**src/rtl/mcycle85.sv**
```systemverilog
// Machine-cycle / T-state sequencer for the my1core85 core.
// Steps M1..M5 and T1..T6 with READY wait states, bus HOLD between cycles and halt.
`timescale 1ns/1ps

module mcycle85 (
    input  logic       clk,
    input  logic       rst,
    input  logic       inRDY,
    input  logic       inHLD,
    input  logic [2:0] inMC,
    input  logic       inT6,
    input  logic       inHLT,
    output logic [2:0] outT,
    output logic [2:0] outM,
    output logic       outALE,
    output logic       outFET,
    output logic       outLST,
    output logic       outHLDA,
    output logic       outHLT
);

    localparam int unsigned MC_W  = 3;
    localparam int unsigned MC_MAX = 5;

    typedef enum logic [3:0] {
        ST_T1,
        ST_T2,
        ST_TW,
        ST_T3,
        ST_T4,
        ST_T5,
        ST_T6,
        ST_THLT,
        ST_THLD
    } state_e;

    state_e          state_q, state_d;
    logic [MC_W-1:0] mc_q, mc_d;
    logic [MC_W-1:0] cnt_q, cnt_d;
    logic            six_q, six_d;
    logic            halted_q, halted_d;
    logic            hpend_q, hpend_d;

    logic [2:0]      t_q, t_d;
    logic [2:0]      m_q, m_d;
    logic            ale_q, ale_d;
    logic            fet_q, fet_d;
    logic            lst_q, lst_d;
    logic            hlda_q, hlda_d;
    logic            hlt_q, hlt_d;

    logic            end_mc;
    logic            end_state;
    logic [MC_W-1:0] cnt_in;

    // Machine-cycle count as seen by the sequencer: 0 means 1, anything above 5 means 5
    always_comb begin
        if (inMC == 3'd0) begin
            cnt_in = MC_W'(1);
        end else if (inMC > 3'(MC_MAX)) begin
            cnt_in = MC_W'(MC_MAX);
        end else begin
            cnt_in = inMC;
        end
    end

    // Next-state logic plus decode of the next outputs, so outputs come straight from flops
    always_comb begin
        state_d  = state_q;
        mc_d     = mc_q;
        cnt_d    = cnt_q;
        six_d    = six_q;
        halted_d = halted_q;
        hpend_d  = hpend_q;
        end_mc   = 1'b0;

        unique case (state_q)
            ST_T1: state_d = ST_T2;
            ST_T2, ST_TW: state_d = inRDY ? ST_T3 : ST_TW;
            ST_T3: begin
                if (mc_q == MC_W'(1)) begin
                    cnt_d   = cnt_in;
                    six_d   = inT6;
                    hpend_d = inHLT;
                    state_d = ST_T4;
                end else begin
                    end_mc = 1'b1;
                end
            end
            ST_T4: begin
                if (six_q) begin
                    state_d = ST_T5;
                end else begin
                    end_mc = 1'b1;
                end
            end
            ST_T5: state_d = ST_T6;
            ST_T6: end_mc = 1'b1;
            ST_THLD: begin
                if (!inHLD) begin
                    state_d = halted_q ? ST_THLT : ST_T1;
                end
            end
            ST_THLT: begin
                if (inHLD) begin
                    state_d = ST_THLD;
                end
            end
            default: state_d = ST_T1;
        endcase

        if (end_mc) begin
            if (mc_q == cnt_q) begin
                mc_d = MC_W'(1);
                if (hpend_q) begin
                    halted_d = 1'b1;
                    hpend_d  = 1'b0;
                    state_d  = ST_THLT;
                end else begin
                    state_d = ST_T1;
                end
            end else begin
                mc_d    = mc_q + MC_W'(1);
                state_d = ST_T1;
            end
            // HOLD is granted only here, between machine cycles; pending mc is kept
            if (inHLD) begin
                state_d = ST_THLD;
            end
        end

        unique case (state_d)
            ST_T1:   t_d = 3'd1;
            ST_T2:   t_d = 3'd2;
            ST_T3:   t_d = 3'd3;
            ST_T4:   t_d = 3'd4;
            ST_T5:   t_d = 3'd5;
            ST_T6:   t_d = 3'd6;
            ST_TW:   t_d = 3'd7;
            default: t_d = 3'd0;
        endcase

        end_state = ((state_d == ST_T3) && (mc_d != MC_W'(1))) ||
                    ((state_d == ST_T4) && !six_d) ||
                    (state_d == ST_T6);

        m_d    = (state_d == ST_THLT) ? 3'd1 : 3'(mc_d);
        ale_d  = (state_d == ST_T1);
        fet_d  = (mc_d == MC_W'(1)) && (state_d != ST_THLT) && (state_d != ST_THLD);
        lst_d  = end_state && (mc_d == cnt_d);
        hlda_d = (state_d == ST_THLD);
        hlt_d  = (state_d == ST_THLT);
    end

    always_ff @(posedge clk or posedge rst) begin
        if (rst) begin
            state_q  <= ST_T1;
            mc_q     <= MC_W'(1);
            cnt_q    <= MC_W'(1);
            six_q    <= 1'b0;
            halted_q <= 1'b0;
            hpend_q  <= 1'b0;
            t_q      <= 3'd1;
            m_q      <= 3'd1;
            ale_q    <= 1'b1;
            fet_q    <= 1'b1;
            lst_q    <= 1'b0;
            hlda_q   <= 1'b0;
            hlt_q    <= 1'b0;
        end else begin
            state_q  <= state_d;
            mc_q     <= mc_d;
            cnt_q    <= cnt_d;
            six_q    <= six_d;
            halted_q <= halted_d;
            hpend_q  <= hpend_d;
            t_q      <= t_d;
            m_q      <= m_d;
            ale_q    <= ale_d;
            fet_q    <= fet_d;
            lst_q    <= lst_d;
            hlda_q   <= hlda_d;
            hlt_q    <= hlt_d;
        end
    end

    assign outT    = t_q;
    assign outM    = m_q;
    assign outALE  = ale_q;
    assign outFET  = fet_q;
    assign outLST  = lst_q;
    assign outHLDA = hlda_q;
    assign outHLT  = hlt_q;

endmodule

```
**config.mk**
```make
export PLATFORM = sky130hd
export DESIGN_NAME = mcycle85
export DESIGN_NICKNAME = d
export VERILOG_FILES = /design/src/rtl/mcycle85.sv
export SDC_FILE = /design/constraint.sdc
export NUM_CORES = 1
export LEC_CHECK = 0
export BUFFER_PORTS_ARGS = -buffer_cell sky130_fd_sc_hd__buf_2
export CAP_MARGIN = 25
export CORE_UTILIZATION = 55
export DETAILED_ROUTE_END_ITERATION = 12
export MAX_ROUTING_LAYER = met4
export PLACE_DENSITY = 0.77
export SYNTH_ARGS = -nofsm -noshare
export SYNTH_HDL_FRONTEND = slang
export SYNTH_SLANG_ARGS = --single-unit
```
**constraint.sdc**
```tcl
create_clock -name clk -period 2.66 [get_ports clk]
set_input_delay 0.532 -clock clk [delete_from_list [all_inputs] [get_ports clk]]
set_output_delay 0.532 -clock clk [all_outputs]
set_load 0.05 [all_outputs]
```
==> results of run 1 <==
==> flip-flops by register name, indices dropped and copies added, names as in the netlist <==
name	count
outT	3
mc_q	3
hpend_q	1
state_q	4
six_q	1
outHLT	1
halted_q	1
outALE	1
cnt_q	3
outHLDA	1
outFET	1
outLST	1
outM	3
==> cell families (layout without fill, tap and decap cells) <==
group           Yosys count  after routing
simple gates             40             40
compound gates           28             28
flops                    24             24
buf+inv                  13             32
xor+xnor                  8              8
mux                       4              4
fa+ha+maj                 3              3
==> final timing paths <==
check,slack (ps),from,to
min in group clk,470,inT6,six_q
max in group asynchronous,1760,rst,outHLDA
max,290,state_q[0],outLST
max reg2reg,290,state_q[0],outLST
min reg2reg,490,halted_q,halted_q
min,380,rst,mc_q[2]
==> placed cells by master, fill, tap and decap left out, drive strengths merged, types with 4 or more instances in the layout <==
cell,count
buf,20
dfrtp,18
o21ai,9
nand2,8
inv,8
nor2,7
xnor2,6
dfstp,6
nor2b,5
nand3,4
nand2b,4
nand4,4
clkbuf,4
==> worst max-delay path, cell delays in order, from the launching register on <==
cell,delay [ps]
dfrtp_1,590
nor2_4,250
nand4_1,230
o21ai_0,240
o211ai_1,170
or3_1,430
a2111oi_2,360
==> through the flow <==
step / worst slack [ps] / instance area, um^2 / util / hold WS (ps)
2_1_floorplan: 455 / 1320 / - / 442
6_report: 291 / 1440 / 0.646 / 382
4_1_cts: 293 / 1440 / 0.646 / 416
5_1_grt: 162 / 1440 / 0.646 / 447
3_3_place_gp: 374 / 1410 / 0.630 / 455
3_5_place_dp: 293 / 1410 / 0.630 / 462
==> synth_stat cells, types with 2 or more instances <==
library cell,number
nand3_1,4
nand4_1,3
nor3_1,2
dfrtp_1,18
dfstp_2,6
a31oi_1,3
o21ai_1,2
xor2_1,2
xnor2_1,6
nor2b_1,4
o21ai_0,6
nor2_1,5
nand2_1,8
ha_1,2
nand2b_1,3
mux2i_1,2
a21oi_1,3
inv_1,8
o32ai_1,3
buf_6,4
==> final cells by class <==
| type | count | area (um^2) |
|---|---|---|
| clock buffers | 4 | 36.3 |
| fillers | 178 | 790 |
| multi-input cells | 83 | 632 |
| well taps | 28 | 35.0 |
| inverters | 8 | 30.0 |
| repair buffers | 20 | 103 |
| flip-flops and latches | 24 | 608 |
==> layer usage <==
metal	GRT usage	part of all wire	up-vias
met5	-	0	-
met2	0.329	0.47	29
met1	0.283	0.47	443
met4	0.0972	0.021	0
li1	-	-	471
met3	0.0298	0.039	6
==> impl_metrics.env, run 1 <==
export IMPL_root_buffer="clkbuf_4"
export IMPL_synth_simple_gate_area_frac=0.201
export IMPL_synth_edff_count=0
export IMPL_gp_congestion=0.890
export IMPL_clkTransAtPathRegs_ps=120
export IMPL_finalHoldViolCount=0
export IMPL_synth_fa_ha_area_frac=0.0266
export IMPL_wirelength_um=2410
export IMPL_die_w_um=51.0
export IMPL_ys_warn_count=0
export IMPL_grt_usage=0.215
export IMPL_synth_compound_area_share=0.163
export IMPL_tns_ps=0
export IMPL_worst_slew_pin_slew_ps=857
export IMPL_min_delay_path_class="in2async"
export IMPL_syn_inst=120
export IMPL_final_antenna_net_count=0
export IMPL_cts_buffer_depth=2
export IMPL_maxSlewViolCount=0
export IMPL_cap_violations=0
export IMPL_htree_levels=1
export IMPL_end_kind="flip-flop"
export IMPL_cts_tree="done"
export IMPL_die_h_um=51.0
export IMPL_ys_ff_latch=24
export IMPL_io_buffers=19
export IMPL_fp_row_count=17
export IMPL_grt_max_degree=25
export IMPL_post_cts_resized=0
export IMPL_layout_drive_gt1_share=0.295
export IMPL_start_util=0.590
export IMPL_nets=151
export IMPL_crit_type="reg2reg"
export IMPL_cts_buffers=3
export IMPL_yosysTopAreaCell="dfrtp_1"
export IMPL_cts_hold_buf=0
export IMPL_wl_per_cell_um=14.5
export IMPL_slew_limit_headroom=0.428
export IMPL_fin_crit_sh=0.891
export IMPL_drc=0
export IMPL_grt_pass1_wl_um=3990
export IMPL_min_period_ps=2370
export IMPL_worstSkewPairLatency_ps=300
export IMPL_first_pass_iters=4
export IMPL_worstPathArrival_ps=2570
export IMPL_instances_no_fill=167
export IMPL_skew_ps=2.27
export IMPL_diodes=0
export IMPL_yosys_cell_types_count=46
export IMPL_crit_path_start_kind="flip-flop"
export IMPL_muxShareOfSynthArea=0.0351
export IMPL_post_cts_repair_setup_buffers=0
export IMPL_vias=949
export IMPL_io_pin_count=20
export IMPL_post_place_cells=163
export IMPL_core_area_um2=2230
export IMPL_avgSynthCellArea_um2=11.0
export IMPL_route_detailed_vias_per_inst=5.68
export IMPL_antenna_found_initial=0
export IMPL_fmax_ghz=0.422
export IMPL_syn_nets=131
export IMPL_clkSinkCount=24
export IMPL_area_growth_pct=9.49
export IMPL_reg2reg_depth=6
export IMPL_gr_total_overflow=0
export IMPL_critPathRequiredTime_ps=2860
export IMPL_critPathMaxFanout=11
export IMPL_synthTopCellsByArea="dfrtp_1 34%, dfstp_2 12%, xnor2_1 4.0%"
export IMPL_drt_iter0_markers=29
export IMPL_outcome="finished clean"
export IMPL_async_flop_share=1.00
export IMPL_rsz0062_at_grt="no"
export IMPL_ys_seq_area_frac=0.461
export IMPL_ys_flop_type="dfrtp_1"
export IMPL_synth_xor_area_frac=0.0531
export IMPL_synth_top_family_by_area="simple AND/OR/NAND/NOR gates"
export IMPL_synth_top_area_frac=0.342
export IMPL_dieArea_um2=2600
export IMPL_setup_viol=0
export IMPL_dpl_hpwl_um=1820
export IMPL_grt_pass1_vias=871
export IMPL_synth_area_um2=1320
Power of run 1 is not shown: default switching activity piles up to over one toggle a cycle in this logic, so the estimate is an artifact.
==> inputs of run 2 (changes only) <==
- CORE_UTILIZATION: 55 -> 59
- PLACE_DENSITY: 0.77 -> 0.82
- clock period: 2.66 -> 2.8 ns (I/O delays scaled with it)
==> run 2 against run 1 <==
Against the previous run:
- cell area is 1.6% lower
- clock skew is 0.91 ps lower
- final cell count fell by 1.8%
==> impl_metrics.env, run 2 (same netlist as run 1, synthesis figures left out) <==
export IMPL_rsz0062_at_grt="no"
export IMPL_nets=150
export IMPL_first_pass_iters=4
export IMPL_crit_family="simple AND/OR/NAND/NOR gates"
export IMPL_gp_congestion=0.877
export IMPL_min_period_ps=2370
export IMPL_finalHoldViolCount=0
export IMPL_layout_commonest_cell="buf_2"
export IMPL_fmax_ghz=0.422
export IMPL_outcome="finished clean"
export IMPL_clkTransAtPathRegs_ps=120
export IMPL_layout_common_cells="19 x buf_2, 18 x dfrtp_1, 8 x nand2_1, 8 x inv_1"
export IMPL_grt_util_met1=0.336
export IMPL_reg2reg_depth=7
export IMPL_largest_register_ffs=4
export IMPL_crit_type="reg2reg"
export IMPL_htree_levels=1
export IMPL_gr_total_overflow=0
export IMPL_met3_usage=0.0312
export IMPL_io_pin_count=20
export IMPL_use_met2=0.397
export IMPL_worstPathCellList="ha_1, nor2b_4, nand4_4, mux2_4, nor2b_1, or3_1, a2111oi_2"
export IMPL_diodes=0
export IMPL_grt_pass1_wl_um=4460
export IMPL_grt_pass1_vias=972
export IMPL_maxSlewViolCount=0
export IMPL_tns_ps=0
export IMPL_die_w_um=49.3
export IMPL_fin_crit_sh=0.847
export IMPL_cts_buffer_depth=2
export IMPL_cap_violations=0
export IMPL_area_growth_pct=7.78
export IMPL_regArea_um2=608
export IMPL_critPathRequiredTime_ps=3000
export IMPL_io_buffers=19
export IMPL_grt_max_degree=25
export IMPL_min_delay_path_class="in2async"
export IMPL_start_util=0.652
export IMPL_path_buf_inv=0
export IMPL_wl_per_cell_um=15.5
export IMPL_antenna_found_initial=0
export IMPL_cts_buffers=3
export IMPL_layout_drive_gt1_share=0.285
export IMPL_core_area_um2=2020
export IMPL_final_antenna_net_count=0
export IMPL_dieArea_um2=2430
export IMPL_cpMaxStageDelayCell="dfstp_2"
export IMPL_multi_input_area_um2=632
export IMPL_critPathMaxFanout=8
export IMPL_vias=952
export IMPL_cts_hold_buf=0
export IMPL_fp_row_count=16
export IMPL_die_h_um=49.3
export IMPL_setup_viol=0
export IMPL_post_cts_resized=0
export IMPL_worstPathArrival_ps=2580
export IMPL_crit_path_start_kind="flip-flop"
export IMPL_grt_usage=0.247
export IMPL_wirelength_um=2540
export IMPL_slew_limit_headroom=0.411
export IMPL_top_register="state_q"
export IMPL_post_cts_repair_setup_buffers=0
export IMPL_drc=0
export IMPL_fillers=155
export IMPL_cts_tree="done"
export IMPL_dpl_hpwl_um=1910
export IMPL_crit_cells=7
export IMPL_worstSkewPairLatency_ps=300
export IMPL_slowest_delay_ps=590
export IMPL_end_kind="flip-flop"
export IMPL_worst_slew_pin_slew_ps=882
export IMPL_root_buffer="clkbuf_4"
export IMPL_skew_ps=1.36
export IMPL_top_usage_layer="met2"
export IMPL_route_detailed_vias_per_inst=5.80
export IMPL_drt_iter0_markers=40
export IMPL_hold_slack_ps=423
export IMPL_clkSinkCount=24
[run 2: cell count changes in the layout (fill, tap and decap cells not counted), sizes merged]
cell and delta:
buf -1, clkbuf -1
[run 2: through the flow]
stage               instances   util  setup slack, ps  cell area (um^2)
finish                    164  0.703              429              1420
global route              164  0.703              294              1420
CTS                       164  0.703              410              1420
detailed placement        161  0.692              442              1400
global placement          161  0.692              509              1400
floorplan                 120      -              595              1320
[run 2: final cells by class]
cell class | instances | area share
Tap cell | 27 | 0.0238
Clock buffer | 3 | 0.0158
Multi-Input combinational cell | 83 | 0.445
Timing Repair Buffer | 19 | 0.0669
Sequential cell | 24 | 0.428
Inverter | 8 | 0.0211
[run 2: layer usage]
metal	wire, um	part of all wire	up-vias
li1	-	-	464
met1	1230	0.48	459
met2	1200	0.47	27
met3	94	0.037	2
met4	14	0.0055	0
met5	0	0	-
[run 2: worst paths after layout]
path,from,endpoint,slack [ps]
min reg2reg,halted_q,halted_q,500
max,mc_q[0],outLST,430
min in group clk,inT6,six_q,490
max in group asynchronous,rst,state_q[3],1840
min,rst,mc_q[2],420
max reg2reg,mc_q[0],outLST,430
Power of run 2 is left out for the same reason.
==> inputs of run 3 (changes only) <==
- CORE_UTILIZATION: 59 -> 50
- PLACE_DENSITY: 0.82 -> 0.74
- clock period: 2.8 -> 2.1 ns (I/O delays scaled with it)
==> run 3 against run 2 <==
Against the previous run:
- the flow now finishes with violations (setup timing)
- wire length up 17%
- global-route usage down 1.5 points
- register-to-register slack worse by 520 ps
- final cell count up 16%
- maximum frequency up 8.2%
- first-iteration DRC count down 63%
- core utilization down 3.3 points
- sequential cell count unchanged
- via count up 11%
- clock skew up 0.59 ps
- critical path type unchanged
- critical endpoint unchanged
==> impl_metrics.env, run 3 (same netlist as run 1, synthesis figures left out) <==
export IMPL_die_w_um=53.4
export IMPL_io_buffers=19
export IMPL_rsz0062_at_grt="yes"
export IMPL_layout_common_cells="23 x buf_4, 19 x buf_2, 15 x dfrtp_1, 8 x nand2_1, 8 x inv_1"
export IMPL_critPathRequiredTime_ps=2320
export IMPL_start_util=0.532
export IMPL_worstSkewPairLatency_ps=310
export IMPL_drc=0
export IMPL_htree_levels=1
export IMPL_dieArea_um2=2850
export IMPL_clkTransAtPathRegs_ps=130
export IMPL_cts_hold_buf=0
export IMPL_root_buffer="clkbuf_4"
export IMPL_cts_buffers=3
export IMPL_crit_path_start_kind="flip-flop"
export IMPL_critPathMaxFanout=4
export IMPL_nets=173
export IMPL_setup_viol=1
export IMPL_grt_usage=0.232
export IMPL_worst_slew_pin_slew_ps=601
export IMPL_wirelength_um=2960
export IMPL_slew_limit_headroom=0.598
export IMPL_clkSinkCount=24
export IMPL_fp_row_count=18
export IMPL_top_register="state_q"
export IMPL_diodes=0
export IMPL_drt_iter0_markers=15
export IMPL_grt_max_degree=25
export IMPL_layout_drive_gt1_share=0.460
export IMPL_route_detailed_vias_per_inst=5.54
export IMPL_end_kind="flip-flop"
export IMPL_dpl_hpwl_um=2070
export IMPL_min_delay_path_class="in2async"
export IMPL_wl_per_cell_um=15.5
export IMPL_vias=1059
export IMPL_first_pass_iters=4
export IMPL_die_h_um=53.4
export IMPL_layout_commonest_cell="buf_4"
export IMPL_maxSlewViolCount=0
export IMPL_min_period_ps=2190
export IMPL_worstPathArrival_ps=2410
export IMPL_violations="setup timing"
export IMPL_cts_buffer_depth=2
export IMPL_r2r_start="mc_q[0]"
export IMPL_gr_total_overflow=0
export IMPL_io_pin_count=20
export IMPL_gp_congestion=0.911
export IMPL_largest_register_ffs=4
export IMPL_antenna_found_initial=0
export IMPL_cap_violations=0
export IMPL_fin_crit_sh=1.04
export IMPL_crit_type="reg2reg"
export IMPL_final_util=0.670
export IMPL_area_growth_pct=25.8
export IMPL_layout_setup_ws_ps=-92.4
export IMPL_cts_tree="done"
export IMPL_finalHoldViolCount=0
export IMPL_fmax_ghz=0.456
export IMPL_grt_pass1_wl_um=4470
export IMPL_final_antenna_net_count=0
export IMPL_skew_ps=1.95
export IMPL_grt_pass1_vias=967
export IMPL_outcome="finished with violations"
export IMPL_core_area_um2=2480
export IMPL_crit_path_start="mc_q[0]"
## run 3: critical path, cell delays in order (launching register included)
cell,delay (ps)
dfstp_2,570
ha_2,160
nor2b_4,170
nand4_4,110
mux2_4,330
nor2b_4,130
or3_4,350
a2111oi_4,280
## run 3: final cells by class
| type | instances | area (um^2) |
|---|---|---|
| fill | 199 | 818 |
| multi-input combinational | 83 | 686 |
| sequential | 24 | 612 |
| timing repair buffer | 42 | 268 |
| tap | 30 | 37.5 |
| inverter | 8 | 30.0 |
| clock buffer | 4 | 26.3 |
## run 3: stage by stage
stage	cells	worst slack (ps)	hold slack, ps	TNS, ps	cell area, um^2
2_1_floorplan	120	-29.1	430	-29.1	1320
3_3_place_gp	183	7.08	472	0	1550
3_5_place_dp	183	-51.9	477	-51.9	1550
4_1_cts	188	-94.8	125	-104	1580
5_1_grt	191	-160	152	-178	1660
6_report	191	-92.4	119	-92.4	1660
## run 3: repair_timing
item / in CTS / in global routing
resized for setup: 1 / 14
pin swaps: 0 / 1
endpoints found under the setup margin: 1 / 3
buffers inserted: 1 / 3
## run 3: routing by layer
layer  global-route usage  up-vias  wire [um]
li1                     -      515          -
met1                0.296      511       1330
met2                0.356       27       1460
met3               0.0287        6        104
met4                0.123        0         70
met5                    -        -          0
## run 3: path summary, 6_finish.rpt
check                      endpoint  slack, ps  depth (start not counted)
min reg2reg                halted_q        530                          1
min in group clk           cnt_q[2]        400                          2
max in group asynchronous    outALE       1700                          3
min                         hpend_q        120                          3
max                          outLST        -90                          7
max reg2reg                  outLST        -90                          7
Power of run 3 is left out for the same reason.
